$ cat config.mk
export PLATFORM = sky130hd
export DESIGN_NAME = anita_buffer_hold_scheduler
export DESIGN_NICKNAME = d
export VERILOG_FILES = /design/src/rtl/anita_buffer_pkg.sv /design/src/rtl/anita_buffer_rr_select.sv /design/src/rtl/anita_buffer_hold_scheduler.sv
export SDC_FILE = /design/constraint.sdc
export NUM_CORES = 1
export LEC_CHECK = 0
export CORE_ASPECT_RATIO = 0.8
export CORE_MARGIN = 4
export CORE_UTILIZATION = 55
export CTS_CLUSTER_SIZE = 12
export DETAILED_ROUTE_END_ITERATION = 6
export PLACE_DENSITY = 0.94
export SYNTH_ARGS = -nofsm -noshare
export SYNTH_HDL_FRONTEND = slang
export SYNTH_HIERARCHICAL = 1
export SYNTH_SLANG_ARGS = --single-unit
$ cat constraint.sdc
create_clock -name clk_i -period 5.65 [get_ports clk_i]
set_input_delay 1.695 -clock clk_i [delete_from_list [all_inputs] [get_ports clk_i]]
set_output_delay 1.695 -clock clk_i [all_outputs]
set_load 0.05 [all_outputs]
$ cat src/rtl/anita_buffer_pkg.sv
// Shared types and constants for the ANITA LAB buffer hold scheduler.
// Buffer indices, buffer letter names and scheduler FSM state encoding.
package anita_buffer_pkg;

    localparam int NUM_BUFFERS = 4;

    typedef logic [1:0] bufIdx_t;

    typedef enum logic [1:0] {
        ST_IDLE    = 2'd0,
        ST_ASSERT  = 2'd1,
        ST_HOLDOFF = 2'd2
    } schedState_t;

    localparam bufIdx_t BUF_A = 2'd0;
    localparam bufIdx_t BUF_B = 2'd1;
    localparam bufIdx_t BUF_C = 2'd2;
    localparam bufIdx_t BUF_D = 2'd3;

endpackage

$ cat src/rtl/anita_buffer_rr_select.sv
// Round-robin free-buffer finder: first clear hold bit at ptr, ptr+1, ... (mod 4).
module anita_buffer_rr_select
    import anita_buffer_pkg::*;
(
    input  logic [NUM_BUFFERS-1:0] holds_i,
    input  logic [1:0]             ptr_i,
    output logic                   found_o,
    output logic [1:0]             idx_o
);

    // Scan farthest offset first so the closest free buffer to ptr wins.
    always_comb begin
        bufIdx_t cand;
        found_o = 1'b0;
        idx_o   = ptr_i;
        cand    = ptr_i;
        for (int i = NUM_BUFFERS - 1; i >= 0; i--) begin
            cand = ptr_i + 2'(i);
            if (!holds_i[cand]) begin
                found_o = 1'b1;
                idx_o   = cand;
            end
        end
    end

endmodule

$ cat src/rtl/anita_buffer_hold_scheduler.sv
// Allocates LAB buffers to triggers, drives timed digitize requests, tracks holds,
// and keeps saturating deadtime / dropped-trigger housekeeping counters.
module anita_buffer_hold_scheduler
    import anita_buffer_pkg::*;
#(
    parameter int DIGITIZE_WIDTH = 4,
    parameter int HOLDOFF        = 8,
    parameter int DEAD_W         = 32,
    parameter int DROP_W         = 16
) (
    input  logic                   clk_i,
    input  logic                   rst_n_i,
    input  logic                   trig_i,
    input  logic [3:0]             trig_source_i,
    input  logic                   release_i,
    input  logic [1:0]             release_buffer_i,
    input  logic                   clr_all_i,
    output logic                   digitize_o,
    output logic [1:0]             digitize_buffer_o,
    output logic [3:0]             digitize_source_o,
    output logic [NUM_BUFFERS-1:0] buffer_status_o,
    output logic                   full_o,
    output logic [DEAD_W-1:0]      deadtime_o,
    output logic [DROP_W-1:0]      dropped_o,
    output logic                   release_err_o
);

    localparam int TMR_MAX = (DIGITIZE_WIDTH > HOLDOFF) ? DIGITIZE_WIDTH : HOLDOFF;
    localparam int TMR_W   = $clog2(TMR_MAX);

    schedState_t             state_q, state_d;
    logic [TMR_W-1:0]        timer_q, timer_d;
    logic [NUM_BUFFERS-1:0]  holds_q, holds_d;
    bufIdx_t                 ptr_q, ptr_d;
    bufIdx_t                 digBuf_q, digBuf_d;
    logic [3:0]              digSrc_q, digSrc_d;
    logic                    relErr_q, relErr_d;
    logic [DEAD_W-1:0]       deadtime_q, deadtime_d;
    logic [DROP_W-1:0]       dropped_q, dropped_d;

    logic [NUM_BUFFERS-1:0]  holdsAfterClr;
    logic [NUM_BUFFERS-1:0]  holdsAfterRel;
    bufIdx_t                 ptrBase;
    logic                    relErrBase;
    logic                    freeFound;
    logic [1:0]              freeIdx;
    logic                    accept;

    // Clear-all is applied before release so allocation sees the post-release hold set.
    always_comb begin
        holdsAfterClr = clr_all_i ? '0 : holds_q;
        ptrBase       = clr_all_i ? BUF_A : ptr_q;
        relErrBase    = clr_all_i ? 1'b0 : relErr_q;
        holdsAfterRel = holdsAfterClr;
        if (release_i) begin
            if (holdsAfterClr[release_buffer_i]) begin
                holdsAfterRel[release_buffer_i] = 1'b0;
            end else begin
                relErrBase = 1'b1;
            end
        end
    end

    anita_buffer_rr_select u_rr_select (
        .holds_i (holdsAfterRel),
        .ptr_i   (ptrBase),
        .found_o (freeFound),
        .idx_o   (freeIdx)
    );

    assign accept = (state_q == ST_IDLE) && trig_i && freeFound;

    always_comb begin
        state_d    = state_q;
        timer_d    = timer_q;
        holds_d    = holdsAfterRel;
        ptr_d      = ptrBase;
        digBuf_d   = digBuf_q;
        digSrc_d   = digSrc_q;
        relErr_d   = relErrBase;
        deadtime_d = deadtime_q;
        dropped_d  = dropped_q;

        if (accept) begin
            holds_d[freeIdx] = 1'b1;
            ptr_d            = freeIdx + 2'd1;
            digBuf_d         = freeIdx;
            digSrc_d         = trig_source_i;
        end

        case (state_q)
            ST_IDLE: begin
                if (accept) begin
                    state_d = ST_ASSERT;
                    timer_d = TMR_W'(DIGITIZE_WIDTH - 1);
                end
            end
            ST_ASSERT: begin
                if (timer_q == '0) begin
                    state_d = ST_HOLDOFF;
                    timer_d = TMR_W'(HOLDOFF - 1);
                end else begin
                    timer_d = timer_q - TMR_W'(1);
                end
            end
            ST_HOLDOFF: begin
                if (timer_q == '0) begin
                    state_d = ST_IDLE;
                end else begin
                    timer_d = timer_q - TMR_W'(1);
                end
            end
            default: state_d = ST_IDLE;
        endcase

        if (full_o && (deadtime_q != '1)) begin
            deadtime_d = deadtime_q + DEAD_W'(1);
        end
        if (trig_i && !accept && (dropped_q != '1)) begin
            dropped_d = dropped_q + DROP_W'(1);
        end
    end

    always_ff @(posedge clk_i or negedge rst_n_i) begin
        if (!rst_n_i) begin
            state_q    <= ST_IDLE;
            timer_q    <= '0;
            holds_q    <= '0;
            ptr_q      <= BUF_A;
            digBuf_q   <= BUF_A;
            digSrc_q   <= '0;
            relErr_q   <= 1'b0;
            deadtime_q <= '0;
            dropped_q  <= '0;
        end else begin
            state_q    <= state_d;
            timer_q    <= timer_d;
            holds_q    <= holds_d;
            ptr_q      <= ptr_d;
            digBuf_q   <= digBuf_d;
            digSrc_q   <= digSrc_d;
            relErr_q   <= relErr_d;
            deadtime_q <= deadtime_d;
            dropped_q  <= dropped_d;
        end
    end

    assign digitize_o        = (state_q == ST_ASSERT);
    assign digitize_buffer_o = digBuf_q;
    assign digitize_source_o = digSrc_q;
    assign buffer_status_o   = holds_q;
    assign full_o            = &holds_q;
    assign deadtime_o        = deadtime_q;
    assign dropped_o         = dropped_q;
    assign release_err_o     = relErr_q;

endmodule

Word level (Yosys, flattened, before mapping) --
Index checks and enable logic that the tools add are counted.
Storage, ports and cells: register bits after elaboration 66, input bits 11, latch bits 0, output and inout port bits 61, memories 0, bits in writable memories 0, logic and storage cells 88, ROM bits 0
Operators by class: magnitude comparators 8, muxes and demuxes 39, shift-type cells 0, bitwise gates (word level) 3, equal/unequal tests 8, reduce and logical (&&, ||, !) cells 14, add/subtract/negate cells 7, multiply operators 0, div/mod/pow operators 0
Operator list (number):
- adder 32 x 1 -> 32 bit (second input constant) | 1
- != test 32 bit (second input constant) | 1
- less-than comparator 2 x 3 -> 1 bit (second input constant) | 6
- 2-to-1 mux 2 bit | 9
- adder 16 x 1 -> 16 bit (second input constant) | 1
- 2-to-1 mux 4 bit | 4
- != test 16 bit (second input constant) | 1
- 2-to-1 mux 1 bit | 14
- binary-select mux 1 bit (select 2 bit) | 5
- 2-to-1 mux 3 bit | 3
- one-hot mux 3 bit (3 select lines) | 1
- logical AND 1 bit | 7
- != test 2 bit (second input constant) | 3
- one-hot mux 2 bit (3 select lines) | 1
- AND reduction 3 bit | 2
- adder 2 x 1 -> 2 bit (second input constant) | 2
- adder 2 bit (second input constant) | 2
- AND 4 bit | 1
- demux 1 bit (select 2 bit) | 2
- greater-or-equal comparator 2 x 1 -> 1 bit (second input constant) | 2
- inverter 4 bit | 1
- bitwise OR 4 bit | 1
- AND reduction 4 bit | 1
- logical NOT 3 bit | 1
- other kinds (7) | 7

Longest topological paths before layout --
Gate-level depths: netlist (run 1).
word-level depth 20, gate-level depth with buffers 8, mapped depth without buffers 8

Hierarchy --
The synthesis (run 1) kept the hierarchy.
By module, submodules not included:
- anita_buffer_hold_scheduler | cells each 317, seq. area each 1651.6 sq um, area each 3286.9 sq um, times used 1
- anita_buffer_rr_select | cells each 14, seq. area each 0.0 sq um, area each 91.3 sq um, times used 1

Worst setup path after synthesis (run 1) --
No wires, ideal clock.
path type in2reg, from input release_buffer_i[1], to register ptr_q[1], path buffers 0, stages 7, slack 2.129 ns, data required time 5.525 ns, arrival 3.396 ns, setup time 0.125 ns, path through a311oi_1 -> or2b_1 -> a21oi_2 -> a211oi_2 -> inv_1 -> ha_1 -> mux2_2
On the way: word-level cells in the longest chain between the ends 16, elaborated cells between the ends (all ways) 30, those cells by class add/sub (1); order compare (2); mux (23); bitwise (2); reduce/logical (2)
Ends and longest elaborated chain:
- from (decl) | RTL line anita_buffer_hold_scheduler.sv:16 | input logic [1:0] release_buffer_i,
- less-than comparator 2 x 3 -> 1 bit (implied by the code) or greater-or-equal comparator 2 x 1 -> 1 bit (tied branches) | RTL line anita_buffer_hold_scheduler.sv:57 | holdsAfterRel[release_buffer_i] = 1'b0;
- logical AND 1 bit (implied by the code) | RTL line anita_buffer_hold_scheduler.sv:57
- 2-to-1 mux 1 bit (implied by the code) | RTL line anita_buffer_hold_scheduler.sv:57
- demux 1 bit (select 2 bit) | RTL line anita_buffer_hold_scheduler.sv:57
- inverter 4 bit (no source line)
- AND 4 bit (no source line)
- 2-to-1 mux 4 bit (*) | RTL line anita_buffer_hold_scheduler.sv:56 | if (holdsAfterClr[release_buffer_i]) begin
- 2-to-1 mux 4 bit (*) | RTL line anita_buffer_hold_scheduler.sv:55 | if (release_i) begin
- binary-select mux 1 bit (select 2 bit) | RTL line anita_buffer_rr_select.sv:19 | if (!holds_i[cand]) begin
- 2-to-1 mux 1 bit (implied by the code) | RTL line anita_buffer_rr_select.sv:19
- 2-to-1 mux 2 bit (3 in a row) | RTL line anita_buffer_rr_select.sv:19
- 2-to-1 mux 2 bit (*) | RTL line anita_buffer_rr_select.sv:19
- named net freeIdx[0] | RTL line anita_buffer_hold_scheduler.sv:46 | logic [1:0] freeIdx;
- adder 2 x 1 -> 2 bit (*) | RTL line anita_buffer_hold_scheduler.sv:86 | ptr_d = freeIdx + 2'd1;
- 2-to-1 mux 2 bit (*) | RTL line anita_buffer_hold_scheduler.sv:84 | if (accept) begin
- named net ptr_d[1] | RTL line anita_buffer_hold_scheduler.sv:34 | bufIdx_t ptr_q, ptr_d;
- to (signal assigned) | RTL line anita_buffer_hold_scheduler.sv:139 | ptr_q <= ptr_d;
- to (decl) | RTL line anita_buffer_hold_scheduler.sv:34
The timed path passes the listed nets; every way through them passes the cells marked *. The select of a mux whose other input is x is not followed. A chain may end at the register's enable or synchronous reset.

Worst setup path after layout (run 1) --
from input release_buffer_i[0], to register timer_q[0]
On the way: word-level cells in the longest chain between the ends 17, elaborated cells between the ends (all ways) 26, those cells by class order compare (2); eq/ne (1); mux (18); bitwise (2); reduce/logical (3)
Ends and longest elaborated chain:
- less-than comparator 2 x 3 -> 1 bit (implied by the code) or greater-or-equal comparator 2 x 1 -> 1 bit (tied branches) | RTL line anita_buffer_hold_scheduler.sv:57
- logical AND 1 bit (implied by the code) | RTL line anita_buffer_hold_scheduler.sv:57
- 2-to-1 mux 1 bit (implied by the code) | RTL line anita_buffer_hold_scheduler.sv:57
- demux 1 bit (select 2 bit) | RTL line anita_buffer_hold_scheduler.sv:57
- inverter 4 bit (no source line)
- AND 4 bit (no source line)
- 2-to-1 mux 4 bit (*) | RTL line anita_buffer_hold_scheduler.sv:56
- 2-to-1 mux 4 bit (*) | RTL line anita_buffer_hold_scheduler.sv:55
- named net holdsAfterRel[2] | RTL line anita_buffer_hold_scheduler.sv:42 | logic [NUM_BUFFERS-1:0] holdsAfterRel;
- binary-select mux 1 bit (select 2 bit) | RTL line anita_buffer_rr_select.sv:19
- 2-to-1 mux 1 bit (implied by the code) | RTL line anita_buffer_rr_select.sv:19
- 2-to-1 mux 1 bit (3 in a row) | RTL line anita_buffer_rr_select.sv:19
- 2-to-1 mux 1 bit (*) | RTL line anita_buffer_rr_select.sv:19
- named net freeFound | RTL line anita_buffer_hold_scheduler.sv:45 | logic freeFound;
- logical AND 1 bit (*) | RTL line anita_buffer_hold_scheduler.sv:71 | assign accept = (state_q == ST_IDLE) && trig_i && freeFound;
- != test 2 bit (no source line) (*)
- AND reduction 3 bit (no source line) (*)
- to (signal assigned) | RTL line anita_buffer_hold_scheduler.sv:137 | timer_q <= timer_d;
- to (decl) | RTL line anita_buffer_hold_scheduler.sv:32 | logic [TMR_W-1:0] timer_q, timer_d;
Marks and branches as above.

==> results.txt, run 1 <==
Delay contributed by the slowest stage of the critical path = 680 ps
HP Start = digitize_source_o[0]
Highest achievable clock rate = 243.5 MHz
Post-DRT Antenna Nets = 0
Worst clock skew = 10.23 ps
Top_reg_cell synth = dfrtp_1
Clock-pin transition on the worst setup and hold timing paths = 70 ps
DRT Wirelength = 7683 um
Synthesized instance count = 331
Net count after synthesis = 353
Maximum number of pins on one net before global-route repair = 67
Met1 layer usage reported by global route = 0.2938
Clock H-tree levels = 3
Number of antenna diodes = 0
Normalized max-slew margin = 0.4260
Vias in the first global route = 2808
Synthesis-stage register bit count = 66
Hold Crit Endpoint = digitize_source_o[0]
Netlist area before placement = 3378 um^2
Most frequent standard cell in the layout excluding fill and tap cells = clkdlybuf4s50_1
Peak supply drop = 441.5 uV
Cts bufs inserted = 9
Routability cong. = 0.8643
Number of gates resized after cts = 0
Required time of the critical path = 5910 ps
GR Layer Usage met3 = 0.06418
Class of the most critical hold timing path = flop to flop
Final net count = 430
Crit Path Class = input pin to flop
Slowest CP cell = a311oi_1
Synth warnings = 6
Maximum number of buffers from clock root to sink = 2
Die area = 7468 um^2
Mean instance size in the synthesized netlist = 10.21 um^2
Cell-by-cell listing of the critical path = clkdlybuf4s50_1 > inv_1 > a311oi_1 > nand4_1 > nand3_1 > o21a_1 > a21oi_1 > a21o_1 > a31oi_1
Proportion of synthesized flip-flops having asynchronous set or reset = 1.000
Final hold slack = 485.7 ps
Register-to-register setup slack = 3110 ps
Total global-route track usage = 0.2234
Setup TNS Final = 0 ps
Slew @ Worst Pin = 855.2 ps
GRT Max-Usage Layer = met2
Root buffer cell = clkbuf_8
Post-layout util = 0.7343
Global-route wire length before repair = 13280 um
Number of antenna violations at the first check in global routing = 0
Routed via count divided by cell count = 5.542
Leakage power = 0.001941 uW
Fraction of layout cells with a size suffix above 1 = 0.08010
Vias post-DR = 2732
Insertion delay to the later sink of the worst-skew pair = 340 ps
TritonCTS clock tree = done
Area of the core = 5943 um^2
Number of flops mapped to enable cells by yosys = 0
Global routing met2 resource utilization = 0.3546
Final count of hold timing violations = 0
Crit path DAT = 4370 ps
Area added between synthesis and finish = 29.19%
Count of max-cap constraint violations = 0
Startpoint Class = input pin
Crit-path leading delay family = compound AO/OA/AOI/OAI gates
Worst Reg-to-Reg Cells = 8
Residual DRC count = 0
Detailed router's first-iteration violation count = 204
Part of the Yosys area used for sequential elements = 0.4889
Number of pins with negative max-slew slack in the final report = 0
Crit end category = flop
Horizontal die dimension = 95.63 um
Half-perimeter wire length after detailed placement = 5493 um
Count of hold-fix buffers inserted at cts = 0
Length of the first detailed-routing pass in iterations = 4
Gr ovfl total = 0
Starting density of the core = 0.5684
Row Count = 25
Minimum period implied by the final worst setup slack = 4106 ps
Largest fanout on the critical path = 14
Unrepaired setup endpoints after global routing = no
Final worst path period share = 0.7267
Highest-count cells in the layout ignoring fill and taps = clkdlybuf4s50_1, dfrtp_1, nand2_1
# IOs = 72
Clock sinks = 66
Worst R2R Start = buffer_status_o[2]
Status = complete, no violations
Number of distinct library cells after synthesis = 45
Cell count of the worst hold path = 2
Average wire length per cell after detail routing = 15.58 um
Buffer count from post-CTS setup fixing = 0
Worst path buffer plus inverter count = 2
Final setup violation count = 0
Ratio of total power to cell area = 372.1 nW/um^2
Number of port buffers = 71
Die Span Y = 78.10 um
Terminus of the critical flop-to-flop path = timer_q[0]
-- layout make-up --
cell class                 instances  area, um^2
tap                               81       101.3
fill                             417        1579
sequential                        66        1652
clock inverter                     2       35.03
clock buffer                      13       168.9
multi-input combinational        240        1623
inverter                          19       71.32
timing repair buffer              72       713.2
-- kinds of logic after synthesis --
kind of cell | count (synthesis) | share of synthesized area
flops | 66 | 0.4889
buf+inv | 25 | 0.03074
fa+ha+maj | 11 | 0.04074
xor+xnor | 43 | 0.1115
mux | 6 | 0.02259
compound gates | 39 | 0.08667
simple gates | 141 | 0.2189
-- metrics by stage --
step | instance area (um^2) | setup WS (ps) | total power (uW) | instances
2_1_floorplan | 3378 | 2129 | 1027 | 331
3_3_place_gp | 4160 | 1419 | 1193 | 478
3_5_place_dp | 4160 | 1263 | 1221 | 478
4_1_cts | 4364 | 1607 | 1634 | 493
5_1_grt | 4364 | 1416 | 1714 | 493
6_report | 4364 | 1544 | 1624 | 493
-- power by group --
| part | internal [uW] | total [uW] | switching, uW |
|---|---|---|---|
| clock | 237 | 407 | 170 |
| sequential | 545 | 609 | 64.7 |
| combinational | 215 | 608 | 393 |
| total | 997 | 1620 | 627 |
-- registers in the layout, summed over array words and instances, names as in the netlist --
signal,count
state_q,2
ptr_q,2
buffer_status_o,4
deadtime_o,32
digitize_source_o,4
timer_q,3
release_err_o,1
dropped_o,16
digitize_buffer_o,2
-- how the worst max path moves through the flow --
stage / start / end / slack (ps) / cells after the start
6_report: release_buffer_i[0] / timer_q[0] / 1540 / 9
5_1_grt: release_buffer_i[0] / timer_q[0] / 1420 / 9
4_1_cts: release_buffer_i[0] / timer_q[0] / 1610 / 9
3_5_place_dp: release_buffer_i[0] / timer_q[0] / 1260 / 9
3_3_place_gp: release_buffer_i[0] / ptr_q[1] / 1420 / 9
2_1_floorplan: release_buffer_i[1] / ptr_q[1] / 2130 / 7
-- worst reg2reg max path, stage by stage (launching register included) --
cell and delay, ps:
dfrtp_1 390, inv_1 50, a311oi_1 670, nand4_1 260, nand3_1 440, o21a_1 190
a21oi_1 90, a21o_1 220, a31oi_1 160
-- layer usage --
layer	part of all wire	wire length [um]
met5	0	0
met3	0.057	439
met4	0.016	121
met1	0.44	3370
met2	0.49	3752
-- synthesized netlist by cell type (2+ instances only) --
cell	count	area share
buf_2	2	0.0030
and2_1	2	0.0037
a31oi_1	2	0.0037
ha_1	11	0.041
mux2_2	3	0.010
a21o_1	5	0.011
xnor2_1	28	0.073
clkbuf_1	3	0.0033
nor2_1	18	0.020
nor3_1	13	0.019
o311a_1	2	0.0059
nand4_1	22	0.041
nor2b_1	3	0.0056
o21ai_0	10	0.015
nor3b_1	2	0.0044
nand2_1	42	0.047
a311oi_1	2	0.0052
nand3_1	21	0.031
a21oi_1	6	0.0089
mux2i_1	2	0.0059
and3_2	2	0.0044
xor2_1	15	0.039
nor4_4	2	0.013
nor3_2	2	0.0059
dfrtp_1	66	0.49
and3_1	8	0.015
inv_1	19	0.021
Note: power is estimated with default switching activity, not from simulation.
==> run 2, diff against run 1 <==
--- a/config.mk
+++ b/config.mk
@@ -7,10 +7,10 @@
 export LEC_CHECK = 0
 export CORE_ASPECT_RATIO = 0.8
 export CORE_MARGIN = 4
-export CORE_UTILIZATION = 55
+export CORE_UTILIZATION = 51
 export CTS_CLUSTER_SIZE = 12
 export DETAILED_ROUTE_END_ITERATION = 6
-export PLACE_DENSITY = 0.94
+export PLACE_DENSITY = 0.89
 export SYNTH_ARGS = -nofsm -noshare
 export SYNTH_HDL_FRONTEND = slang
 export SYNTH_HIERARCHICAL = 1
==> constraint.sdc (replaced) <==
create_clock -name clk_i -period 4.2 [get_ports clk_i]
set_input_delay 1.26 -clock clk_i [delete_from_list [all_inputs] [get_ports clk_i]]
set_output_delay 1.26 -clock clk_i [all_outputs]
set_load 0.05 [all_outputs]
==> run 2 against run 1 <==
  * Sequential share of layout area shrank 0.35 points
  * Setup slack lost 750 ps
  * Via count grew 3.5%
  * Sequential power grew 35%
  * Die area grew 7.1%
  * Design area grew 0.95%
  * Worst hold slack lost 5.9 ps
  * Highest routed layer unchanged
==> results.txt, run 2 (same netlist as run 1, synthesis figures left out) <==
Half-perimeter wire length after detailed placement = 5681 um
Status = complete, no violations
Max reg flops = 32
Global routing met2 resource utilization = 0.3271
Final critical-path setup slack = 796.3 ps
Final net count = 433
Fraction of layout cells with a size suffix above 1 = 0.08894
Largest fanout on the critical path = 7
Final hold slack = 479.8 ps
Row Count = 26
Clock-pin transition on the worst setup and hold timing paths = 70 ps
Number of antenna diodes = 0
Clock sinks = 66
Vias in the first global route = 2802
Cts bufs inserted = 9
Gr ovfl total = 0
Slew @ Worst Pin = 920.9 ps
Most frequent standard cell in the layout excluding fill and tap cells = clkdlybuf4s50_1
Cell-by-cell listing of the critical path = clkdlybuf4s50_1 > inv_1 > o311a_1 > or2b_1 > a21oi_2 > a211oi_2 > inv_1 > ha_1 > mux2_2
Crit-path leading delay family = compound AO/OA/AOI/OAI gates
Detailed router's first-iteration violation count = 168
Clock H-tree levels = 3
Global-route wire length before repair = 13220 um
Number of antenna violations at the first check in global routing = 0
Worst clock skew = 15.08 ps
Minimum period implied by the final worst setup slack = 3404 ps
Slowest CP cell = clkdlybuf4s50_1
Insertion delay to the later sink of the worst-skew pair = 350 ps
Die Span Y = 80.80 um
Residual DRC count = 0
Maximum number of buffers from clock root to sink = 2
Pre-CTS worst setup slack = 443.3 ps
Count of hold-fix buffers inserted at cts = 0
Average wire length per cell after detail routing = 15.74 um
Vias post-DR = 2828
Setup TNS Final = 0 ps
Unrepaired setup endpoints after global routing = no
Highest achievable clock rate = 293.8 MHz
Root buffer cell = clkbuf_8
TritonCTS clock tree = done
Met1 layer usage reported by global route = 0.2784
Routed via count divided by cell count = 5.656
Length of the first detailed-routing pass in iterations = 5
Count of max-cap constraint violations = 0
Worst path buffer plus inverter count = 3
Startpoint Class = input pin
Maximum number of pins on one net before global-route repair = 42
Crit-path most repeated cell = inv_1
Delay contributed by the slowest stage of the critical path = 550 ps
Crit path DAT = 3630 ps
Total global-route track usage = 0.2075
Required time of the critical path = 4430 ps
Area added between synthesis and finish = 30.41%
Class of the most critical hold timing path = flop to flop
Horizontal die dimension = 99.00 um
Post-layout util = 0.6874
GR Layer Usage met3 = 0.06695
Routability cong. = 0.8663
Normalized max-slew margin = 0.3861
Highest-count cells in the layout ignoring fill and taps = clkdlybuf4s50_1, dfrtp_1, nand2_1
Post-DRT Antenna Nets = 0
Crit Path Class = input pin to flop
Number of port buffers = 71
Peak supply drop = 416.7 uV
# IOs = 72
Starting density of the core = 0.5271
Final setup violation count = 0
Area of the core = 6409 um^2
Crit end category = flop
Buffer count from post-CTS setup fixing = 0
Die area = 7998 um^2
GRT Max-Usage Layer = met2
Leakage power = 0.001959 uW
DRT Wirelength = 7868 um
Number of pins with negative max-slew slack in the final report = 0
Final worst path period share = 0.8104
Final count of hold timing violations = 0
Ratio of total power to cell area = 506.0 nW/um^2
Number of gates resized after cts = 0
[run 2: cell types whose count changed in the layout (fill, tap and decap cells not counted), sizes merged]
cell      previous run  this run
clkinvlp             0         1
clkbuf              13        11
bufinv               1         2
buf                  2         5
clkinv               1         2
[run 2: worst paths after layout]
| kind | slack, ps | depth (start not counted) | endpoint | startpoint |
|---|---|---|---|---|
| max | 800 | 9 | ptr_q[1] | release_buffer_i[0] |
| min | 480 | 2 | digitize_source_o[3] | digitize_source_o[3] |
| max reg2reg | 1980 | 9 | ptr_q[1] | buffer_status_o[2] |
| min reg2reg | 480 | 2 | digitize_source_o[3] | digitize_source_o[3] |
| max in group asynchronous | 2400 | 2 | deadtime_o[25] | rst_n_i |
| min in group asynchronous | 1040 | 1 | deadtime_o[5] | rst_n_i |
[run 2: metal layers]
metal / part of all wire / vias up
met5: 0 / -
met4: 0.018 / 0
li1: - / 1316
met3: 0.062 / 19
met2: 0.47 / 110
met1: 0.45 / 1383
[run 2: power breakdown]
part | total [uW] | switching, uW | internal [uW]
clock network | 596 | 248 | 349
logic | 812 | 520 | 293
registers | 821 | 88.5 | 732
[run 2: through the flow]
step	instance area [um^2]	power, uW	std cells
2_1_floorplan	3378	1381	331
3_3_place_gp	4187	1609	484
3_5_place_dp	4187	1641	484
4_1_cts	4405	2240	500
5_1_grt	4405	2355	500
6_report	4405	2229	500
[run 2: area by class of cell]
class                           count  area, um^2
Tap cell                           84       105.1
Inverter                           19       71.32
Sequential cell                    66        1652
Fill cell                         474        2003
Clock inverter                      5       77.57
Clock buffer                       11       141.4
Multi-Input combinational cell    240        1623
Timing Repair Buffer               75       735.7
[run 2: worst min-delay path, stage by stage (launching register included)]
cell and delay [ps]:
dfrtp_1 340, nand2_1 50, nand2_1 60
